File: src/rtl/sprite_line_fetcher.sv
// rtl/sprite_line_fetcher.sv - per-scanline sprite ROM fetch scheduler with back/front line buffers
module sprite_line_fetcher #(
  parameter int NUM_SLOTS = 8
) (
  input  logic                   clk,
  input  logic                   reset,
  input  logic                   start,
  input  logic                   swap,
  input  logic [3:0]             cur_row,
  input  logic [2:0]             cur_line,
  input  logic [4*NUM_SLOTS-1:0] ent_sprite,
  input  logic [2*NUM_SLOTS-1:0] ent_orient,
  input  logic [4*NUM_SLOTS-1:0] ent_row,
  input  logic [4*NUM_SLOTS-1:0] ent_col,
  output logic                   rom_read_enable,
  output logic [3:0]             rom_sprite_ID,
  output logic [1:0]             rom_orientation,
  output logic [2:0]             rom_line_index,
  input  logic [7:0]             rom_data,
  output logic [8*NUM_SLOTS-1:0] line_data,
  output logic [4*NUM_SLOTS-1:0] line_col,
  output logic [NUM_SLOTS-1:0]   line_valid,
  output logic                   busy,
  output logic                   done,
  output logic                   overrun
);

  localparam int IW = (NUM_SLOTS > 1) ? $clog2(NUM_SLOTS) : 1;
  localparam logic [IW-1:0] LAST_IDX = IW'(NUM_SLOTS - 1);

  localparam logic [1:0] ST_IDLE  = 2'd0;
  localparam logic [1:0] ST_FETCH = 2'd1;
  localparam logic [1:0] ST_DONE  = 2'd2;

  logic [1:0]             state;
  logic [IW-1:0]          idx;
  logic [8*NUM_SLOTS-1:0] back_data;
  logic [4*NUM_SLOTS-1:0] back_col;
  logic [NUM_SLOTS-1:0]   back_valid;

  logic [3:0] slot_sprite;
  logic [1:0] slot_orient;
  logic [3:0] slot_row;
  logic [3:0] slot_col;
  logic       fetching;
  logic       hit;

  always_comb begin
    slot_sprite = ent_sprite[{idx, 2'b00} +: 4];
    slot_orient = ent_orient[{idx, 1'b0} +: 2];
    slot_row    = ent_row[{idx, 2'b00} +: 4];
    slot_col    = ent_col[{idx, 2'b00} +: 4];
    fetching    = (state == ST_FETCH);
    hit         = fetching && (slot_sprite != 4'hF) && (slot_row == cur_row);
  end

  // ROM is combinational: address and data live in the same FETCH cycle.
  assign rom_read_enable = hit;
  assign rom_sprite_ID   = fetching ? slot_sprite : 4'hF;
  assign rom_orientation = fetching ? slot_orient : 2'd0;
  assign rom_line_index  = fetching ? cur_line    : 3'd0;

  assign busy = (state != ST_IDLE);
  assign done = (state == ST_DONE);

  always_ff @(posedge clk) begin
    if (reset) begin
      state      <= ST_IDLE;
      idx        <= '0;
      overrun    <= 1'b0;
      back_data  <= '1;
      back_col   <= '0;
      back_valid <= '0;
      line_data  <= '1;
      line_col   <= '0;
      line_valid <= '0;
    end else begin
      case (state)
        ST_IDLE: begin
          idx <= '0;
          if (start) state <= ST_FETCH;
        end
        ST_FETCH: begin
          back_data[{idx, 3'b000} +: 8] <= hit ? rom_data : 8'hFF;
          back_col[{idx, 2'b00} +: 4]   <= slot_col;
          back_valid[idx]               <= hit;
          if (idx == LAST_IDX) begin
            state <= ST_DONE;
          end else begin
            idx <= idx + 1'b1;
          end
        end
        ST_DONE: begin
          state <= ST_IDLE;
          idx   <= '0;
        end
        default: begin
          state <= ST_IDLE;
          idx   <= '0;
        end
      endcase

      // A swap during a pass would expose a half-written back buffer, so it is refused and flagged.
      if (swap) begin
        if (busy) begin
          overrun <= 1'b1;
        end else begin
          line_data  <= back_data;
          line_col   <= back_col;
          line_valid <= back_valid;
        end
      end
    end
  end

endmodule
File: config.mk
export PLATFORM = sky130hd
export DESIGN_NAME = sprite_line_fetcher
export DESIGN_NICKNAME = d
export VERILOG_FILES = /design/src/rtl/sprite_line_fetcher.sv
export SDC_FILE = /design/constraint.sdc
export NUM_CORES = 1
export LEC_CHECK = 0
export BUFFER_PORTS_ARGS = -buffer_cell sky130_fd_sc_hd__buf_2
export CORE_MARGIN = 2
export CORE_UTILIZATION = 56
export DETAILED_ROUTE_END_ITERATION = 10
export GPL_TIMING_DRIVEN = 0
export PLACE_DENSITY_LB_ADDON = 0.15
export SLEW_MARGIN = 15
export SYNTH_ARGS = -nofsm -noshare
export SYNTH_HDL_FRONTEND = slang
export SYNTH_SLANG_ARGS = --single-unit
File: constraint.sdc
create_clock -name clk -period 4.8 [get_ports clk]
set_input_delay 0.96 -clock clk [delete_from_list [all_inputs] [get_ports clk]]
set_output_delay 0.96 -clock clk [all_outputs]
set_load 0.02 [all_outputs]
### Word-level counts from Yosys, hierarchy flattened

Cells that the tools add are included.
W data, S select, Z words.

* memories: 0
* latch bits: 0
* logic and storage cells: 52
* memory bits (read-only): 0
* memory bits (writable): 0
* bits of input ports: 131
* bits in registers: 214
* output and inout port bits: 117

* shift-type cells: 8
* $mul: 0
* bitwise logic cells: 2
* div/mod/pow operators: 0
* eq/ne operators: 7
* magnitude comparators: 2
* mux-type cells: 12
* reduce and logical (&&, ||, !) cells: 9
* $add $sub $neg: 3

Operator list (number)
* $shiftx A32 B6 Y4: 3
* $bwmux W64: 1
* $shift A8 B8 Y64 const A: 1
* $shiftx A8 B8 Y64: 1
* $bwmux W32: 1
* $shift A4 B7 Y32 const A: 1
* $shiftx A4 B7 Y32: 1
* $shiftx A16 B5 Y2: 1
* $bwmux W8: 1
* $mux W8: 1
* $neg A6 Y8: 1
* $neg A5 Y7: 1
* $mux W2: 3
* $reduce_and A2 Y1: 3
* $eq A4 B4 Y1: 1
* $lt A3 B4 Y1 const B: 1
* $mux W4: 1
* $ne A4 B4 Y1 const B: 1
* $pmux W2 S2: 1
* $add A3 B1 Y3 const B: 1
* $demux W1 S3: 1
* $eq A3 B3 Y1 const B: 1
* $ge A3 B1 Y1 const B: 1
* $logic_and A1 B1 Y1: 3
* 10 further kinds: 11

### Longest topological paths before layout

Gate-level depths: netlist (run 1).

* depth after elaboration: 7
* gate-level depth with buffers: 11
* depth with buffers taken out: 7

### Worst setup path before layout (run 1)

Ideal clock, no wire load.

* path type: in2out
* start point: input port ent_row[28]
* end point: output port rom_read_enable
* required time: 3840 ps
* path buffers: 1
* stages: 7
* path slack: 1553 ps
* data arrival time: 2287 ps
* cells stage by stage: mux4_2 > mux2i_1 > xnor2_1 > nor2_1 > nand4_2 > inv_2 > buf_2

* longest elaborated chain between the ends: 3

RTL lines
* start, declared: line 13 `input logic [4*NUM_SLOTS-1:0] ent_row,`
* $shiftx A32 B6 Y4: line 51 `slot_row = ent_row[{idx, 2'b00} +: 4];`
* $eq A4 B4 Y1: line 54 `hit = fetching && (slot_sprite != 4'hF) && (slot_row == cur_row);`
* $logic_and A1 B1 Y1: line 54
* end, declared: line 15 `output logic rom_read_enable,`

No other way between the ends.

### Final worst setup path (run 1)

* start point: register idx[1]
* end point: output port rom_read_enable

* longest elaborated chain between the ends: 4
* elaborated cells on any way between the ends: 6
* classes of those cells: eq/ne (2); shift (2); reduce/logical (2)

RTL lines
* start, declared: line 36 `logic [IW-1:0] idx;`
* start signal, assigned: line 90 `idx <= idx + 1'b1;`
* $shiftx A32 B6 Y4: line 49 `slot_sprite = ent_sprite[{idx, 2'b00} +: 4];`
* $ne A4 B4 Y1: line 54
* $logic_and A1 B1 Y1: line 54
* $logic_and A1 B1 Y1 *: line 54

Mark *: on every way between the ends. The rest lies on a longest branch, timed or not.

==> out/results.txt, run 1 <==
Startpoint class of the critical path: a flip-flop. Worst-path cell with the longest stage delay: dfxtp_1. The number of different library cells used by synthesis comes to 40.

At the worst endpoint, the required time is 3840 ps. After clock tree synthesis, the setup repair step added 0 buffers. In the synthesized netlist, the number of instances is 969. The TritonCTS sink count was 214; the proportion of layout cells with a drive suffix above 1 was 26.1%.

The final critical path takes up 80.7% of the cycle. The master cell of the clock root buffer was clkbuf_16. The run gives 0 as the number of hold buffers added after cts. Setup repair after global routing left no endpoint under its margin. Detailed-router iteration count before antenna repair: 5.

Across the run, the number of max-cap violations was 0. After legalization and detailed placement, the total HPWL measured 17.9 mm. The die is 127 um tall. Startpoint of the lowest-slack hold path: line_col[7]. Sorting the synthesized cells by how often they occur yields nand2_1, dfxtp_1, nand3_1, nor3_1, a31oi_1.

The flip-flop and latch count after synthesis was 214. For this run, the register share of the synthesized area comes to 50.9%. The dominant synthesized flop cell is dfxtp_1. Die outline area: 0.0160 mm2. The run gives 44 as the number of cell rows. The synthesized netlist occupies a cell area of 0.00842 mm2. The count of inserted antenna diode cells is 0. The peak per-stage delay on the critical path is 440 ps, and the final number of setup-violating endpoints is 0. Data on the critical path arrives at its endpoint at 2910 ps. For the fmax, the log shows 258 MHz.

Worst reg2reg path startpoint: idx[1]. Global routing finished with a remaining overflow of 0. The most repeated cell in the gate-level netlist after synthesis is nand2_1.

The number of H-tree levels is 1. TritonCTS built the clock tree. Of all cell types, the one taking the most synthesized area is dfxtp_1. Compared with the post-synthesis result, the final layout area differs by 25.5%. The critical path starts at idx[1]. The tools report the via count of the first global-routing pass as 7617.

The minimum period implied by the final worst setup slack is 3870 ps, and the detail-routed net length per standard cell is 17.0 um. In this design, the critical path's most frequently occurring cell is buf_2. Between clock sinks in the finished design, the worst skew comes to 6.04 ps. The final weighted congestion of routability-driven global placement was 0.855; the clock network latency to the later pin of the worst-skew pair was 490 ps. The final count of pins violating max slew is 0, and the Yosys warning count is 0.

Each instance of the synthesized netlist takes up on average 8.69 um2. The post-route worst hold slack was 449 ps; the clock slew seen by the registers of the worst setup and hold paths was 60 ps. The first global-routing pass estimated 38.1 mm of wire. The number of nets produced by synthesis is 1104. Number of hold violations in the final report: 0.

The final layout contains 1374 nets. The count of input and output buffers came out at 246. The tools report the worst max-slew margin expressed relative to the limit as 28.7%.

Entering global routing, the biggest net connects 14 pins. The wire length after detailed routing was 24.5 mm. IR analysis of the VDD net gives a maximum drop of 317 uV.

Across all layers, the routed design uses 8129 vias. The critical path in this run is classified as reg -> out. After floorplanning, the core was sized to cover 0.0146 mm2. TritonCTS created 22 clock buffers. After detailed routing, the number of remaining DRC violations is 0. The tools report the instance area at placement as 0.00988 mm2.

For the global-route usage over all layers, the log shows 29.3%. The async set-or-reset flop fraction in the synthesized netlist works out to 0%. After synthesis, the cell types taking the most area are dfxtp_1, nand2_1, mux4_2, a31oi_1, nand3_1. For this design the ratio of total power to cell area is 369 mW/mm2. Once layout is done, the placed cells without fillers occupy 0.0106 mm2. The path type of the worst min-delay path was reg -> reg. The proportion of netlist area held by the largest area contributor works out to 50.9%. After the first detailed-routing iteration, the DRC count stood at 601. The clock tree buffer depth is 3, and the number of synthesized flops with an enable pin is 0. The tools report the post-CTS resize count as 0.

The flow ran to the end, and the final reports show no timing, DRC or antenna violations. The initial utilization of the core area, before any placement, comes to 57.7%. At the pin with the least slew margin, the transition time is 1040 ps. Walking the worst path, the cells encountered are buf_2 > nand2_1 > nor2_1 > o2bb2ai_1 > xnor2_1 > nand4_2 > inv_2 > buf_2 > buf_2.

The logs give 0.00440 uW for the static power due to leakage and 0 ps for the sum of negative setup slack. The initial antenna violation count was 0. The endpoint class of the critical path was a primary output. Count of nets left with antenna violations after detail routing: 0. Dividing the detail-routed via count by the number of cells gives 5.66.

248 I/O pins were placed. The horizontal die dimension works out to 127 um. The design draws 3890 uW. In this run the worst path has a maximum fanout of 10.
## metrics by stage
stage	setup WS, ps	util, %	cells
global route	755	72.4	1437
finish	928	72.4	1437
global placement	1020	67.7	1399
CTS	930	72.4	1437
floorplan	1550	-	969
detailed placement	988	67.8	1399
## layer usage
layer / up-vias / GRT usage (%) / wire length [um]
li1: 3941 / - / -
met1: 3816 / 37.4 / 10100
met2: 336 / 51.6 / 12100
met3: 36 / 5.02 / 1730
met4: 0 / 7.11 / 488
met5: - / 0 / 0
## kinds of logic (layout without fill, tap and decap cells)
kind of cell             count (synthesis)  after routing  synth area share, %
AND/OR/NAND/NOR                        459            459                 23.6
flip-flops                             214            214                 50.9
AO/OA/AOI/OAI                          160            160                 12.1
buffers and inverters                   90            374                 4.85
multiplexers                            38             38                 7.52
adder cells (fa/ha/maj)                  4              4                0.595
XOR/XNOR                                 4              4                0.416
## flip-flops by register name, indices dropped and copies added, names as in the netlist
name        cells
line_col       32
line_valid      8
back_valid      8
line_data      64
back_data      64
state           2
idx             3
overrun         1
back_col       32
## where the power goes
part / switching, uW / total, uW / internal (uW)
Combinational: 277 / 435 / 159
Clock: 681 / 1620 / 935
Sequential: 22.7 / 1840 / 1820
## worst max-delay path: cells and delay by family (launching register included)
| family | cells | cell delay [ps] |
|---|---|---|
| buffers and inverters | 4 | 900 |
| DFF | 1 | 440 |
| xor gates and xnor gates | 1 | 170 |
| and+or+nand+nor | 3 | 700 |
| AOI/OAI and AO/OA | 1 | 200 |
## final timing paths
path / end / slack [ps] / depth (start not counted)
min reg2reg: line_col[7] / 450 / 2
min: line_col[7] / 450 / 2
max: rom_read_enable / 930 / 9
max reg2reg: back_data[26] / 1120 / 10
## cells in the final DEF, fill, tap and decap left out, types with 5 or more instances in the layout
master and n:
a211oi_1 32, a21oi_1 46, a31oi_1 64, buf_1 8, buf_2 254, buf_6 7, clkbuf_1 63, clkbuf_16 23
clkinv_2 5, dfxtp_1 214, mux2i_1 16, mux4_2 20, nand2_1 228, nand3_1 77, nor2_1 62, nor3_1 73
o31ai_1 7
## area by class of cell
class	count	area (um2)
Fill cell	1192	4020
Multi-Input combinational cell	665	3730
Clock buffer	32	649
Tap cell	184	230
Clock inverter	6	32.5
Sequential cell	214	4280
Timing Repair Buffer	246	1230
Buffer	83	382
Inverter	7	26.3
Power figures use the tool's default switching activity.
==> inputs of run 2 (changes only) <==
--- a/config.mk
+++ b/config.mk
@@ -7,7 +7,7 @@
 export LEC_CHECK = 0
 export BUFFER_PORTS_ARGS = -buffer_cell sky130_fd_sc_hd__buf_2
 export CORE_MARGIN = 2
-export CORE_UTILIZATION = 56
+export CORE_UTILIZATION = 47
 export DETAILED_ROUTE_END_ITERATION = 10
 export GPL_TIMING_DRIVEN = 0
 export PLACE_DENSITY_LB_ADDON = 0.15
==> constraint.sdc (replaced) <==
create_clock -name clk -period 3.1 [get_ports clk]
set_input_delay 0.62 -clock clk [delete_from_list [all_inputs] [get_ports clk]]
set_output_delay 0.62 -clock clk [all_outputs]
set_load 0.02 [all_outputs]
==> run 2 against run 1 <==
Against the previous run: combinational power rose by 61%; clock skew up 7.9 ps; first-iteration DRC count is 28% lower; routed wire length increased by 3.7%; utilization decreased by 10 points; worst setup slack lost 860 ps; cell count is 3.5% higher; final area rose by 2.6%; global-route usage is 3.2 points lower; clock-buffer cell count is 1 higher; critical path type unchanged; highest routed layer unchanged.
==> out/results.txt, run 2 (synthesis gave the netlist of run 1 again) <==
The post-route worst hold slack was 378 ps (was 449 ps). Overall power of the completed layout: 6170 uW (was 3890 uW). The routed via count divided by cell count came out at 5.42 (was 5.66).

The worst IR drop on VDD was 426 uV (was 317 uV). For the count of unresolved DRC violations after routing, the log shows 0 (unchanged). The logs give 0.00994 mm2 (was 0.00988 mm2) for the instance area at placement and 0.0174 mm2 (was 0.0146 mm2) for the standard cell core area.

For the number of cell rows, the log shows 48 (was 44). The path type of the worst min-delay path was in -> reg (was reg -> reg). Area of all placed cells without fillers: 0.0108 mm2 (was 0.0106 mm2).

The initial antenna violation count is 0 (unchanged), and the clock tree buffer depth is 3 (unchanged). The most congested layer reported by global routing was met2 (unchanged). The logs give 1 (unchanged) for the number of H-tree levels and 7656 (was 7617) for the via count of the first global-routing pass.

The fmax was 330 MHz. The sum of negative setup slack is 0 ps (unchanged). Most frequent cells in the layout: buf_2, nand2_1, dfxtp_1, nand3_1, nor3_1 (unchanged). The HPWL after detailed placement came out at 18.7 mm (was 17.9 mm).

The initial standard-cell utilization of the core was 48.3% (was 57.7%); the final weighted congestion of routability-driven global placement was 0.802 (was 0.855). The run gives 22 (unchanged) as the number of buffers created by CTS. The endpoint class of the critical path is a primary output (unchanged). The count of nets after finishing is 1382 (was 1374). TritonCTS built the clock tree. The TritonCTS sink count is 214 (unchanged), and the count of input and output buffers is 246 (unchanged).

For the global-route track usage on met3, the log shows 4.97% (was 5.02%). The aggregate global routing overflow is 0 (unchanged), and the layout overhead on the synthesized area is 28.7% (was 25.5%). The logs give 5 (unchanged) for the detailed-router iteration count before antenna repair and 0 (unchanged) for the max-capacitance violation count.

The slew of the pin with the lowest slew margin was 1090 ps (was 1040 ps); the top fanout value on the critical path was 5 (was 10). The run gives 0 (unchanged) as the final number of setup-violating endpoints. The wire length after detailed routing is 25.4 mm (was 24.5 mm). The largest net degree at the start of global routing is 14 (unchanged), and the minimum period implied by the final worst setup slack is 3030 ps.

The number of hold violations in the final report is 0 (unchanged). The detailed-route via count was 8058 (was 8129). The run gives 2480 ps (was 3840 ps) as the required time at the worst-slack endpoint. The count of nets left with antenna violations after detail routing was 0 (unchanged). The detail-routed net length per standard cell works out to 17.1 um (was 17.0 um). The vertical die dimension was 138 um (was 127 um); the clock slew seen by the registers of the worst setup and hold paths was 60 ps (about the same).

The proportion of layout cells with a drive suffix above 1 was 27.9% (was 26.1%). Number of hold buffers added after cts: 0 (unchanged). The tools report the worst max-slew margin expressed relative to the limit as 25.2% (was 28.7%). The worst setup skew after layout is 13.9 ps (was 6.04 ps), and the non-filler instance count after layout is 1487 (was 1437).

The logs give 26.1% (was 29.3%) for the global-route usage over all layers and 0 (unchanged) for the count of inserted antenna diode cells. The final count of pins violating max slew was 0 (unchanged). Met1 track demand over resource in global routing: 34.2% (was 37.4%). The routing usage on met2 is 43.5% (was 51.6%). The tools report the startpoint class of the critical path as a flip-flop (unchanged). The number of fill cells in the layout is 1598 (was 1192), and the die outline area is 0.0190 mm2 (was 0.0160 mm2).

The number of DRC violations after detailed-routing iteration 0 was 430 (was 601). The ratio of total power to cell area was 569 mW/mm2 (was 369 mW/mm2); the worst endpoint data arrival time was 2410 ps (was 2910 ps). The static power due to leakage is 0.00450 uW (was 0.00440 uW).

Most common cell after layout, fill and taps aside: buf_2 (unchanged). The critical setup path kind is reg -> out (unchanged). The horizontal die dimension came out at 138 um (was 127 um).

The placed cell count is 1441 (was 1399). The tools report the master cell of the clock root buffer as clkbuf_16 (unchanged). The final critical-path share of the clock period is 97.9%. Registers with the highest flip-flop counts: back_data: 64 flops, line_data: 64 flops (unchanged). The first-pass GRT wire length is 39.0 mm (was 38.1 mm), and the clock network latency to the later pin of the worst-skew pair is 510 ps (was 490 ps).

For the top-level port count, the log shows 248 (unchanged). The run finished with clean final reports.
## run 2: changes by cell type in the layout (fill, tap and decap cells not counted), sizes merged
cell      before  now
buf          271  279
bufinv         0    1
clkbuf        90   91
clkinv         5    6
clkinvlp       1    0
inv            7    6
## run 2: cell type report
class                      instances  area (um2)  area share [%]
clock buffer                      33         652            6.02
sequential                       214        4290            39.6
multi-input combinational        665        3790            35.0
inverter                           7        31.3           0.289
timing repair buffer             255        1320            12.2
tap                              225         282            2.60
clock inverter                     6        66.3           0.612
buffer                            82         409            3.78
## run 2: worst max-delay path: stages (launching register included)
cell	delay [ps]
dfxtp_2	340
buf_6	140
buf_4	120
mux4_2	500
nor2_2	130
o2bb2ai_2	90
xnor2_2	210
nand4_4	150
clkinv_4	100
buf_6	120
## run 2: metal layers
metal / wire, um / vias to the layer above / share of wire (%)
li1: - / 3957 / -
met1: 10800 / 3786 / 43
met3: 1750 / 38 / 6.9
met4: 645 / 0 / 2.5
met2: 12200 / 277 / 48
met5: 0 / - / 0
## run 2: per-stage QoR
| step | utilization (%) | setup slack, ps |
|---|---|---|
| after global routing | 62.2 | -22.7 |
| final | 62.2 | 66.0 |
| after detailed placement | 57.1 | -487 |
| after floorplan | - | 347 |
| after CTS | 61.9 | 8.16 |
| after global placement | 57.0 | -477 |
## run 2: repair_timing
action	in CTS	in global routing
setup buffers	5	3
resized for setup	20	11
pin swaps	1	4
setup endpoints to repair	99	60
## run 2: path summary, 6_finish.rpt
kind | startpoint | endpoint | slack (ps) | depth (start not counted)
worst max-delay path | idx[0] | rom_read_enable | 70 | 9
worst min-delay path | swap | overrun | 380 | 3
worst max register to register | idx[2] | back_data[3] | 190 | 7
worst min register to register | line_col[1] | line_col[1] | 450 | 2
## run 2: power by group
part           internal [uW]  total, uW  switching, uW
combinational            261        702            441
clock                   1540       2610           1080
sequential              2820       2850           34.1
